[config.mk]
export PLATFORM = sky130hd
export DESIGN_NAME = register_file_ctrl
export DESIGN_NICKNAME = d
export VERILOG_FILES = /design/src/rtl/register_file_ctrl.sv
export SDC_FILE = /design/constraint.sdc
export NUM_CORES = 1
export LEC_CHECK = 0
export CORE_UTILIZATION = 54
export CTS_CLUSTER_DIAMETER = 80
export DETAILED_ROUTE_END_ITERATION = 12
export PLACE_DENSITY = 0.76
export SLEW_MARGIN = 15
export SYNTH_ARGS = -nofsm -noshare
export SYNTH_HDL_FRONTEND = slang
export SYNTH_SLANG_ARGS = --single-unit
[constraint.sdc]
create_clock -name clk -period 6.2 [get_ports clk]
set_input_delay 1.24 -clock clk [delete_from_list [all_inputs] [get_ports clk]]
set_output_delay 1.24 -clock clk [all_outputs]
set_load 0.05 [all_outputs]
[src/rtl/register_file_ctrl.sv]
// Register file with a valid/ready command port; the top register is the accumulator.
// Latency: READ data and error pulses appear 1 cycle after accept; SWAP takes 2 cycles.
// Backpressure: cmd_ready drops for the single SWAP2 cycle; otherwise every command is accepted.
module register_file_ctrl #(
   parameter int WIDTH    = 8,
   parameter int NUM_REGS = 8,
   parameter int ADDR_W   = $clog2(NUM_REGS)
) (
   input  logic              clk,
   input  logic              rst,
   input  logic              cmd_valid,
   output logic              cmd_ready,
   input  logic [2:0]        cmd_op,
   input  logic [ADDR_W-1:0] cmd_dst,
   input  logic [ADDR_W-1:0] cmd_src,
   input  logic [WIDTH-1:0]  cmd_wdata,
   output logic              rd_valid,
   output logic [WIDTH-1:0]  rd_data,
   output logic              cmd_err,
   input  logic              acc_we,
   input  logic [WIDTH-1:0]  acc_in,
   output logic [WIDTH-1:0]  acc_out
);

   localparam logic [2:0] OP_NOP   = 3'd0;
   localparam logic [2:0] OP_READ  = 3'd1;
   localparam logic [2:0] OP_WRITE = 3'd2;
   localparam logic [2:0] OP_MOVE  = 3'd3;
   localparam logic [2:0] OP_SWAP  = 3'd4;
   localparam logic [2:0] OP_CLEAR = 3'd5;

   localparam logic [ADDR_W-1:0] ACC_IDX = ADDR_W'(NUM_REGS - 1);

   typedef enum logic {
      S_IDLE  = 1'b0,
      S_SWAP2 = 1'b1
   } state_t;

   state_t             r_state;
   state_t             w_state_nxt;
   logic [WIDTH-1:0]   r_regs [NUM_REGS];
   logic [WIDTH-1:0]   r_temp;
   logic [ADDR_W-1:0]  r_swap_dst;
   logic               r_rd_valid;
   logic [WIDTH-1:0]   r_rd_data;
   logic               r_cmd_err;

   logic               w_src_ok;
   logic               w_dst_ok;
   logic [WIDTH-1:0]   w_src_val;
   logic [WIDTH-1:0]   w_dst_val;
   logic               w_wr_en;
   logic [ADDR_W-1:0]  w_wr_idx;
   logic [WIDTH-1:0]   w_wr_data;
   logic               w_ld_temp;
   logic               w_rd_load;
   logic               w_err;
   logic               w_acc_ld;

   // Indices can only be out of range when NUM_REGS is not a power of two.
   assign w_src_ok  = 32'(cmd_src) < NUM_REGS;
   assign w_dst_ok  = 32'(cmd_dst) < NUM_REGS;
   assign w_src_val = r_regs[cmd_src];
   assign w_dst_val = r_regs[cmd_dst];

   // Command decode: at most one register write per cycle through a single write port.
   always_comb begin
      w_state_nxt = r_state;
      cmd_ready   = 1'b0;
      w_wr_en     = 1'b0;
      w_wr_idx    = '0;
      w_wr_data   = '0;
      w_ld_temp   = 1'b0;
      w_rd_load   = 1'b0;
      w_err       = 1'b0;
      case (r_state)
         S_IDLE: begin
            cmd_ready = 1'b1;
            if (cmd_valid) begin
               case (cmd_op)
                  OP_NOP: ;
                  OP_READ: begin
                     if (!w_src_ok) w_err = 1'b1;
                     else           w_rd_load = 1'b1;
                  end
                  OP_WRITE: begin
                     if (!w_dst_ok) w_err = 1'b1;
                     else begin
                        w_wr_en   = 1'b1;
                        w_wr_idx  = cmd_dst;
                        w_wr_data = cmd_wdata;
                     end
                  end
                  OP_MOVE: begin
                     if (!w_src_ok || !w_dst_ok) w_err = 1'b1;
                     else begin
                        w_wr_en   = 1'b1;
                        w_wr_idx  = cmd_dst;
                        w_wr_data = w_src_val;
                     end
                  end
                  OP_SWAP: begin
                     if (!w_src_ok || !w_dst_ok) w_err = 1'b1;
                     else if (cmd_src != cmd_dst) begin
                        // First half: park src in temp, move dst into src.
                        w_wr_en     = 1'b1;
                        w_wr_idx    = cmd_src;
                        w_wr_data   = w_dst_val;
                        w_ld_temp   = 1'b1;
                        w_state_nxt = S_SWAP2;
                     end
                  end
                  OP_CLEAR: begin
                     if (!w_dst_ok) w_err = 1'b1;
                     else begin
                        w_wr_en   = 1'b1;
                        w_wr_idx  = cmd_dst;
                        w_wr_data = '0;
                     end
                  end
                  default: w_err = 1'b1;
               endcase
            end
         end
         S_SWAP2: begin
            // Second half: parked value lands in the original dst.
            w_wr_en     = 1'b1;
            w_wr_idx    = r_swap_dst;
            w_wr_data   = r_temp;
            w_state_nxt = S_IDLE;
         end
         default: w_state_nxt = S_IDLE;
      endcase
   end

   // The ALU load loses to any command write aimed at the accumulator.
   assign w_acc_ld = acc_we && !(w_wr_en && (w_wr_idx == ACC_IDX));

   // FSM state register.
   always_ff @(posedge clk or posedge rst) begin
      if (rst) r_state <= S_IDLE;
      else     r_state <= w_state_nxt;
   end

   // Register array, swap holding register and read/error output registers.
   always_ff @(posedge clk or posedge rst) begin
      if (rst) begin
         for (int i = 0; i < NUM_REGS; i++) r_regs[i] <= '0;
         r_temp     <= '0;
         r_swap_dst <= '0;
         r_rd_valid <= 1'b0;
         r_rd_data  <= '0;
         r_cmd_err  <= 1'b0;
      end else begin
         if (w_wr_en)  r_regs[w_wr_idx]   <= w_wr_data;
         if (w_acc_ld) r_regs[NUM_REGS-1] <= acc_in;
         if (w_ld_temp) begin
            r_temp     <= w_src_val;
            r_swap_dst <= cmd_dst;
         end
         r_rd_valid <= w_rd_load;
         if (w_rd_load) r_rd_data <= w_src_val;
         r_cmd_err  <= w_err;
      end
   end

   assign rd_valid = r_rd_valid;
   assign rd_data  = r_rd_data;
   assign cmd_err  = r_cmd_err;
   assign acc_out  = r_regs[NUM_REGS-1];

endmodule

==> impl_metrics.csv, run 1 <==
group,metric,value,unit
outcome,outcome,"completed",
timing,slew_headroom,28.4,%
timing,min_period,4510,ps
clocking,cts_resized,0,
grt,grtUsageTotal,26.9,%
synthesis,yosysUniqueCellTypes,41,
routing,via_per_inst,6.40,
routing,vias,3390,
synthesis,synth_top_area_cell,"dfrtp_1",
floorplanning,fp.coreArea,8760,um^2
synthesis,netlist.area_leader.share,44.0,%
setup_path,required,6450,ps
min_path,hold_path_depth,2,
timing,finClkSkew,7.07,ps
clocking,cts_tree,"yes",
timing,tns,0,ps
pwr,swShare,30.9,%
finish,n_antenna_cell,0,
synthesis,synth_most_common_cell,"dfrtp_1",
setup_path,crit_fanout,25,
synthesis,synth.avg_cell_area,12.6,um^2
floorplanning,die_area,9440,um^2
setup_path,timing.critical_path.arrival,4760,ps
timing,hold_viol,0,
min_path,min_to,"rd_data[2]",
timing,setup_viol,0,
setup_path,critPathCaptureType,"flip-flop",
grt,antenna_found_initial,0,
routing,wire_per_inst,22.6,um
synthesis,netlist_instances,387,
setup_path,rrSetupSlack,2560,ps
timing,slew_viol_final,0,
routing,drtIter0Drc,314,
pwr,power_frac_seq,48.1,%
synthesis,synth_edf_count,0,
pwr,power_frac_clock,30.3,%
synthesis,ys_ff_latch,86,
timing,fmax,222,MHz
clocking,clock_sinks,86,
finish,post_route_cells_drive_above_1_share,28.7,%
grt,grt_pass1_wl,19200,um
floorplanning,num_rows,34,
floorplanning,die_w,97.2,um
pwr,power.switching,426,uW
pwr,vdd_drop_max,0.124,mV
synthesis,syn_area,4890,um^2
clocking,holdBufCountCts,0,
setup_path,reg2reg_from,"r_state",
clocking,cts_root_buf,"clkbuf_8",
grt,grt_pass1_vias,3464,
clocking,clk_pin_slew,90,ps
synthesis,ys_seq_area_share,44.0,%
floorplanning,io-pin-count,48,
floorplanning,start_util,55.8,%
finish,syn_to_final_growth,13.6,%
timing,fin_crit_sh,72.8,%
synthesis,ys.flop_type,"dfrtp_1",
min_path,hp-class,"reg2reg",
finish,nNetsFinal,446,
clocking,post_cts_buffers,0,
synthesis,synth.area.top_cells,"dfrtp_1 (44%), mux2_2 (12%), mux4_2 (7.8%)",
setup_path,startpoint_type,"input port",
clocking,cts-htree-levels,3,
pwr,power.leakage,2.51,nW
routing,antenna_left,0,
synthesis,synth_fp_nets,416,
setup_path,crit_type,"in2reg",
synthesis,yosys_warnings,0,
clocking,clk_latency,370,ps
pwr,intPower,955,uW
setup_path,rr_endpoint,"acc_out[6]",
setup_path,worst_r2r_path_depth,7,
place,port_buffers,47,
clocking,ctsLongestPathBuffers,2,
routing,drt-pass1-iter-count,6,
pwr,combPwrFrac,21.6,%
synthesis,synthArstFlopShare,100,%
pwr,p_per_area,249,nW/um^2
finish,fin_util,63.4,%
run,cap_violations,0,
grt,grt_max_degree,64,
min_path,hold_start,"rd_data[2]",
grt,grt_overflow,0,
place,place_congestion,0.826,
finish,n_fill_cell,694,
synthesis,yosys-top-cells-count,"dfrtp_1 (86), mux2_2 (51), mux2i_1 (38), a22oi_1 (21), nand2_1 (18)",
timing,tightest_slew,1070,ps
routing,drt_wl_total,12000,um
timing,rsz0062_at_grt,"no",
clocking,numCtsBuffers,9,
place,dp_hpwl,7670,um
floorplanning,die_h,97.2,um
routing,drc,0,
==> logic make-up (layout without fill, tap and decap cells) <==
kind of cell	count (synthesis)	in the layout	synth area share (%)
compound gates	67	67	10.0
xor+xnor	4	4	1.18
buf+inv	39	74	4.32
flops	86	86	44.0
mux	127	127	33.4
simple gates	64	64	7.11
==> final cells by class <==
| type | instances | area, um^2 | share of cell area [%] |
|---|---|---|---|
| clock buffers | 10 | 138 | 2.48 |
| clock inverters | 6 | 70.1 | 1.26 |
| inverters | 5 | 22.5 | 0.405 |
| multi-input cells | 262 | 2530 | 45.5 |
| flip-flops and latches | 86 | 2150 | 38.7 |
| well taps | 108 | 135 | 2.43 |
| repair buffers | 53 | 510 | 9.19 |
==> sequential cells by signal, indices dropped and copies added, names as in the netlist <==
signal and flops:
rd_data 8, r_regs 56, r_swap_dst 3, acc_out 8, cmd_err 1, r_state 1, rd_valid 1, r_temp 8
==> stage by stage <==
stage	instance area [um^2]	power [mW]	worst slack, ps	hold slack, ps	cells
after CTS	5560	1.38	1760	485	530
final	5560	1.38	1690	483	530
after global routing	5560	1.44	1600	515	530
after floorplan	4890	0.885	2740	438	387
after global placement	5350	0.962	1460	458	514
after detailed placement	5350	0.972	1380	464	514
==> metal layers <==
metal / share of wire, % / GRT usage (%) / wire length (um) / vias up
met5: 0 / 0 / 0 / -
met4: 3.8 / 13.0 / 456 / 0
met3: 7.3 / 5.32 / 876 / 32
met2: 46 / 41.4 / 5560 / 137
met1: 43 / 36.7 / 5110 / 1712
li1: - / - / - / 1509
==> cells in the final DEF, fill, tap and decap left out, types with 3 or more instances in the layout <==
master	n
and2_1	3
mux2i_1	38
clkdlybuf4s50_1	46
or3_1	10
a22oi_1	21
nor2_1	10
o21ai_0	8
dfrtp_1	86
clkbuf_8	10
inv_1	3
a31oi_1	8
mux2_1	5
xnor2_2	3
a21oi_1	17
mux2_2	51
nor2b_1	4
buf_4	6
mux2_4	16
nand3_1	10
clkinvlp_4	3
mux4_2	17
nand2_1	18
==> worst max path at each step <==
stage               start    endpoint  slack, ps  depth (start not counted)
6_report       cmd_src[0]  acc_out[6]       1690                          9
5_1_grt        cmd_src[0]  acc_out[1]       1600                          9
4_1_cts        cmd_src[0]  acc_out[1]       1760                          9
3_5_place_dp   cmd_src[0]  acc_out[1]       1380                          9
3_3_place_gp   cmd_src[0]  acc_out[5]       1460                          9
2_1_floorplan         rst  acc_out[0]       2740                          1
==> critical path: stages <==
cell and delay [ps]:
clkdlybuf4s50_1 1030, xnor2_2 170, a31oi_4 440, nand2_4 120, inv_4 260, a222oi_1 140
buf_4 230, or3_1 710, mux2_4 410
==> power groups by stage <==
stage / clock network (mW) / logic, mW / registers, mW
floorplan: 0 / 0.201 / 0.684
global placement: 0 / 0.292 / 0.670
detailed placement: 0 / 0.299 / 0.673
CTS: 0.417 / 0.299 / 0.663
global route: 0.444 / 0.321 / 0.672
finish: 0.418 / 0.299 / 0.664
(Power assumes the default switching activity.)
==> run 2: changes to the inputs <==
- clock period: 6.2 -> 4.44 ns (I/O delays scaled with it)
==> impl_metrics.csv, run 2 (synthesized netlist as in run 1, its figures left out) <==
group,metric,value,unit
outcome,outcome,"completed",
pwr,combPwrFrac,22.9,%
finish,n_antenna_cell,0,
floorplanning,io-pin-count,48,
setup_path,critPathSlowestCell,"clkdlybuf4s50_1",
pwr,power_frac_seq,49.9,%
pwr,power.leakage,2.55,nW
routing,antenna_left,0,
finish,multi_input_area,2530,um^2
clocking,cts_tree,"yes",
timing,setup_viol,0,
clocking,cts-htree-levels,3,
setup_path,reg2reg_from,"r_state",
timing,slew_viol_final,0,
setup_path,worstPathCellList,"clkdlybuf4s50_1, xnor2_2, a31oi_4, nand2_4, inv_4, a222oi_1, buf_4, or3_1, mux2_4",
clocking,numCtsBuffers,9,
timing,rsz0062_at_grt,"no",
finish,seq_area,2150,um^2
min_path,hp-class,"reg2reg",
run,cap_violations,0,
finish,n_fill_cell,677,
clocking,clk_pin_slew,80,ps
clocking,post_cts_buffers,0,
clocking,cts_root_buf,"clkbuf_8",
setup_path,critPathCaptureType,"flip-flop",
clocking,holdBufCountCts,0,
pwr,power.switching,593,uW
finish,max_flop_register,"r_regs",
clocking,ctsLongestPathBuffers,2,
pwr,swShare,31.9,%
setup_path,crit_fanout,25,
timing,tightest_slew,940,ps
setup_path,timing.critical_path.arrival,3830,ps
timing,fin_crit_sh,80.5,%
timing,tns,0,ps
floorplanning,start_util,55.8,%
finish,final_cell_mix,"dfrtp_1 (86), mux2_2 (51), clkdlybuf4s50_1 (46), mux2i_1 (38), a22oi_1 (21)",
timing,slew_headroom,37.3,%
grt,grt_pass1_wl,19500,um
timing,min_period,3580,ps
finish,post_route_cells_drive_above_1_share,30.1,%
routing,drtIter0Drc,291,
place,place_ws,533,ps
setup_path,startpoint_type,"input port",
floorplanning,num_rows,34,
grt,grt_max_degree,54,
routing,vias,3413,
routing,drc,0,
min_path,hold_start,"rd_data[2]",
setup_path,required,4700,ps
finish,nNetsFinal,456,
setup_path,critPathLaunch,"cmd_dst[2]",
routing,drt-pass1-iter-count,5,
finish,layout_commonest_cell,"dfrtp_1",
timing,fmax,280,MHz
clocking,cts_resized,0,
routing,drt_wl_total,12200,um
pwr,intPower,1.27,mW
timing,finClkSkew,13.2,ps
clocking,clk_latency,380,ps
clocking,clock_sinks,86,
grt,grt_overflow,0,
floorplanning,die_h,97.2,um
pwr,p_per_area,332,nW/um^2
grt,grt_pass1_vias,3448,
floorplanning,fp.coreArea,8760,um^2
pwr,power_frac_clock,27.2,%
finish,syn_to_final_growth,14.4,%
floorplanning,die_w,97.2,um
grt,antenna_found_initial,0,
place,place_congestion,0.843,
setup_path,cpPeakStageDelay,780,ps
grt,grtUsageTotal,27.4,%
finish,largest_register_ffs,56,
routing,wire_per_inst,22.6,um
routing,via_per_inst,6.32,
place,port_buffers,47,
timing,worst_slack,864,ps
setup_path,crit_type,"in2reg",
place,dp_hpwl,8230,um
timing,hold_viol,0,
pwr,vdd_drop_max,0.143,mV
floorplanning,die_area,9440,um^2
==> run 2: changes by cell type in the layout (fill, tap and decap cells not counted), sizes merged <==
cell	change
buf	+10
bufinv	-1
inv	+1
==> run 2: area by class of cell <==
class / count / area share, %
Clock inverter: 6 / 0.805
Tap cell: 108 / 2.41
Timing Repair Buffer: 63 / 10.5
Clock buffer: 10 / 2.28
Inverter: 5 / 0.402
Multi-Input combinational cell: 262 / 45.2
Sequential cell: 86 / 38.5
==> run 2: through the flow <==
stage / util [%] / area [um^2] / power [mW] / std cells / hold WS, ps
2_1_floorplan: - / 4890 / 1.24 / 387 / 438
3_3_place_gp: 61.9 / 5420 / 1.35 / 524 / 461
3_5_place_dp: 61.9 / 5420 / 1.37 / 524 / 467
4_1_cts: 63.9 / 5600 / 1.87 / 540 / 488
5_1_grt: 63.9 / 5600 / 1.94 / 540 / 505
6_report: 63.9 / 5600 / 1.86 / 540 / 477
==> run 2: power groups by stage <==
stage                     sequential, mW  clock (mW)  combinational (mW)
final                              0.927       0.507               0.426
after global routing               0.938       0.547               0.457
after CTS                          0.925       0.516               0.426
after detailed placement           0.940           0               0.426
after global placement             0.935           0               0.417
after floorplan                    0.955           0               0.281
==> run 2: metal layers <==
metal	routed length [um]	track usage, %	up-vias
met3	782	4.03	32
met5	0	0	-
met2	5770	42.3	143
li1	-	-	1527
met4	474	15.0	0
met1	5200	37.5	1711
==> run 2: final timing paths <==
| check | endpoint | slack, ps | depth (start not counted) |
|---|---|---|---|
| setup / recovery | r_regs[52] | 860 | 9 |
| hold / removal | rd_data[2] | 480 | 2 |
| setup reg to reg | r_regs[52] | 1780 | 7 |
| hold reg to reg | rd_data[2] | 480 | 2 |
| max in group asynchronous | r_temp[0] | 2610 | 3 |
| min in group asynchronous | rd_data[4] | 1020 | 2 |
==> run 2: worst max-delay path: cells and delay by family <==
| kind | cells | cell delay, ps |
|---|---|---|
| and+or+nand+nor | 2 | 780 |
| xor gates and xnor gates | 1 | 160 |
| AOI/OAI and AO/OA | 2 | 380 |
| muxes | 1 | 410 |
| buffers and inverters | 3 | 1200 |
==> run 3: changes to the inputs <==
- clock period: 4.44 -> 3.7 ns (I/O delays scaled with it)
==> impl_metrics.csv, run 3 (synthesized netlist as in run 1, its figures left out) <==
group,metric,value,unit
setup_path,rr_endpoint,"r_regs[51]",
place,dp_hpwl,8520,um
min_path,hold_start,"rd_data[7]",
clocking,cts-htree-levels,3,
routing,antenna_left,0,
setup_path,critPathLaunch,"cmd_op[2]",
finish,post_route_cells_drive_above_1_share,33.1,%
timing,worst_slack,358,ps
setup_path,startpoint_type,"input port",
finish,seq_area,2150,um^2
timing,fin_crit_sh,90.3,%
place,dpl_cell_area,5580,um^2
clocking,cts_resized,0,
floorplanning,die_area,9440,um^2
run,cap_violations,0,
place,port_buffers,47,
routing,drt-pass1-iter-count,4,
pwr,power.leakage,2.66,nW
pwr,p_per_area,403,nW/um^2
finish,n_antenna_cell,0,
setup_path,critPathCaptureType,"flip-flop",
pwr,vdd_drop_max,0.181,mV
finish,final_cell_mix,"dfrtp_1 (86), mux2_2 (51), clkdlybuf4s50_1 (46), mux2i_1 (38), buf_4 (32)",
routing,drtIter0Drc,253,
timing,fmax,299,MHz
finish,nNetsFinal,474,
setup_path,worst_r2r_path_depth,7,
min_path,hp-class,"reg2reg",
clocking,cts_root_buf,"clkbuf_8",
setup_path,reg2reg_from,"r_state",
floorplanning,io-pin-count,48,
finish,n_fill_cell,664,
routing,drc,0,
grt,grt_max_degree,48,
timing,slew_viol_final,0,
floorplanning,die_w,97.2,um
finish,layout_commonest_cell,"dfrtp_1",
finish,multi_input_area,2530,um^2
setup_path,cpPeakStageDelay,640,ps
setup_path,required,3960,ps
finish,syn_to_final_growth,18.3,%
grt,grtUsageTotal,28.4,%
finish,design_area,5790,um^2
timing,hold_viol,0,
timing,slew_headroom,44.1,%
routing,vias,3544,
grt,grt_overflow,0,
floorplanning,fp.coreArea,8760,um^2
routing,via_per_inst,6.35,
floorplanning,num_rows,34,
timing,rsz0062_at_grt,"no",
clocking,numCtsBuffers,9,
setup_path,rrSetupSlack,1070,ps
grt,grt_pass1_vias,3750,
setup_path,timing.critical_path.arrival,3600,ps
timing,min_period,3340,ps
clocking,holdBufCountCts,0,
place,place_congestion,0.893,
timing,setup_viol,0,
finish,largest_register_ffs,56,
floorplanning,start_util,55.8,%
clocking,clk_latency,370,ps
timing,finClkSkew,11.5,ps
routing,drt_wl_total,12400,um
clocking,ctsLongestPathBuffers,2,
outcome,outcome,"completed",
setup_path,crit_fanout,25,
timing,tightest_slew,838,ps
setup_path,crit_type,"in2reg",
clocking,cts_tree,"yes",
clocking,clock_sinks,86,
finish,max_flop_register,"r_regs",
setup_path,critPathSlowestCell,"or3_1",
floorplanning,die_h,97.2,um
clocking,clk_pin_slew,90,ps
setup_path,worstPathCellList,"clkdlybuf4s50_1, or3b_1, a31oi_4, nand2_4, inv_4, a222oi_1, buf_4, or3_1, mux2_4",
min_path,min_to,"rd_data[7]",
grt,grt_pass1_wl,20100,um
pwr,total_power,2.33,mW
routing,wire_per_inst,22.2,um
clocking,post_cts_buffers,0,
min_path,hold_path_depth,2,
place,place_ws,-0.109,ps
finish,fin_util,66.1,%
grt,antenna_found_initial,0,
[run 3: how the worst max path moves through the flow]
| stage | to | slack (ps) | cells after the start |
|---|---|---|---|
| 6_report | r_regs[51] | 360 | 9 |
| 4_1_cts | r_regs[51] | 370 | 9 |
| 5_1_grt | r_regs[51] | 300 | 9 |
| 2_1_floorplan | acc_out[0] | 740 | 1 |
| 3_5_place_dp | r_regs[53] | -0.1 | 9 |
| 3_3_place_gp | r_regs[51] | 70 | 9 |
[run 3: power breakdown]
group | internal (mW) | switching, mW | leakage (nW) | total [mW]
Sequential | 1.04 | 0.0754 | 1.15 | 1.11
Combinational | 0.248 | 0.278 | 1.41 | 0.526
Clock | 0.334 | 0.359 | 0.0993 | 0.693
[run 3: layout make-up]
cell class	instances	area share [%]
multi-input combinational	262	43.7
sequential	86	37.2
timing repair buffer	81	12.9
clock buffer	10	2.38
tap	108	2.33
clock inverter	6	1.17
inverter	5	0.389
[run 3: metal layers]
metal / up-vias / part of all wire [%] / global-route usage [%]
met5: - / 0 / 0
met4: 0 / 3.8 / 15.4
met3: 37 / 7.2 / 8.06
met2: 141 / 47 / 43.7
met1: 1794 / 42 / 36.3
li1: 1572 / - / -
[run 3: through the flow]
stage               setup TNS [ps]  hold WS (ps)  cells
global placement                 0           461    542
global route                     0           502    558
floorplan                        0           438    387
CTS                              0           489    558
detailed placement          -0.109           464    542
finish                           0           486    558
[run 3: worst max-delay path, delay by kind of cell]
family | cells | cell delay (ps)
AO/OA/AOI/OAI | 2 | 340
buffers and inverters | 3 | 990
multiplexers | 1 | 390
AND/OR/NAND/NOR | 3 | 1140
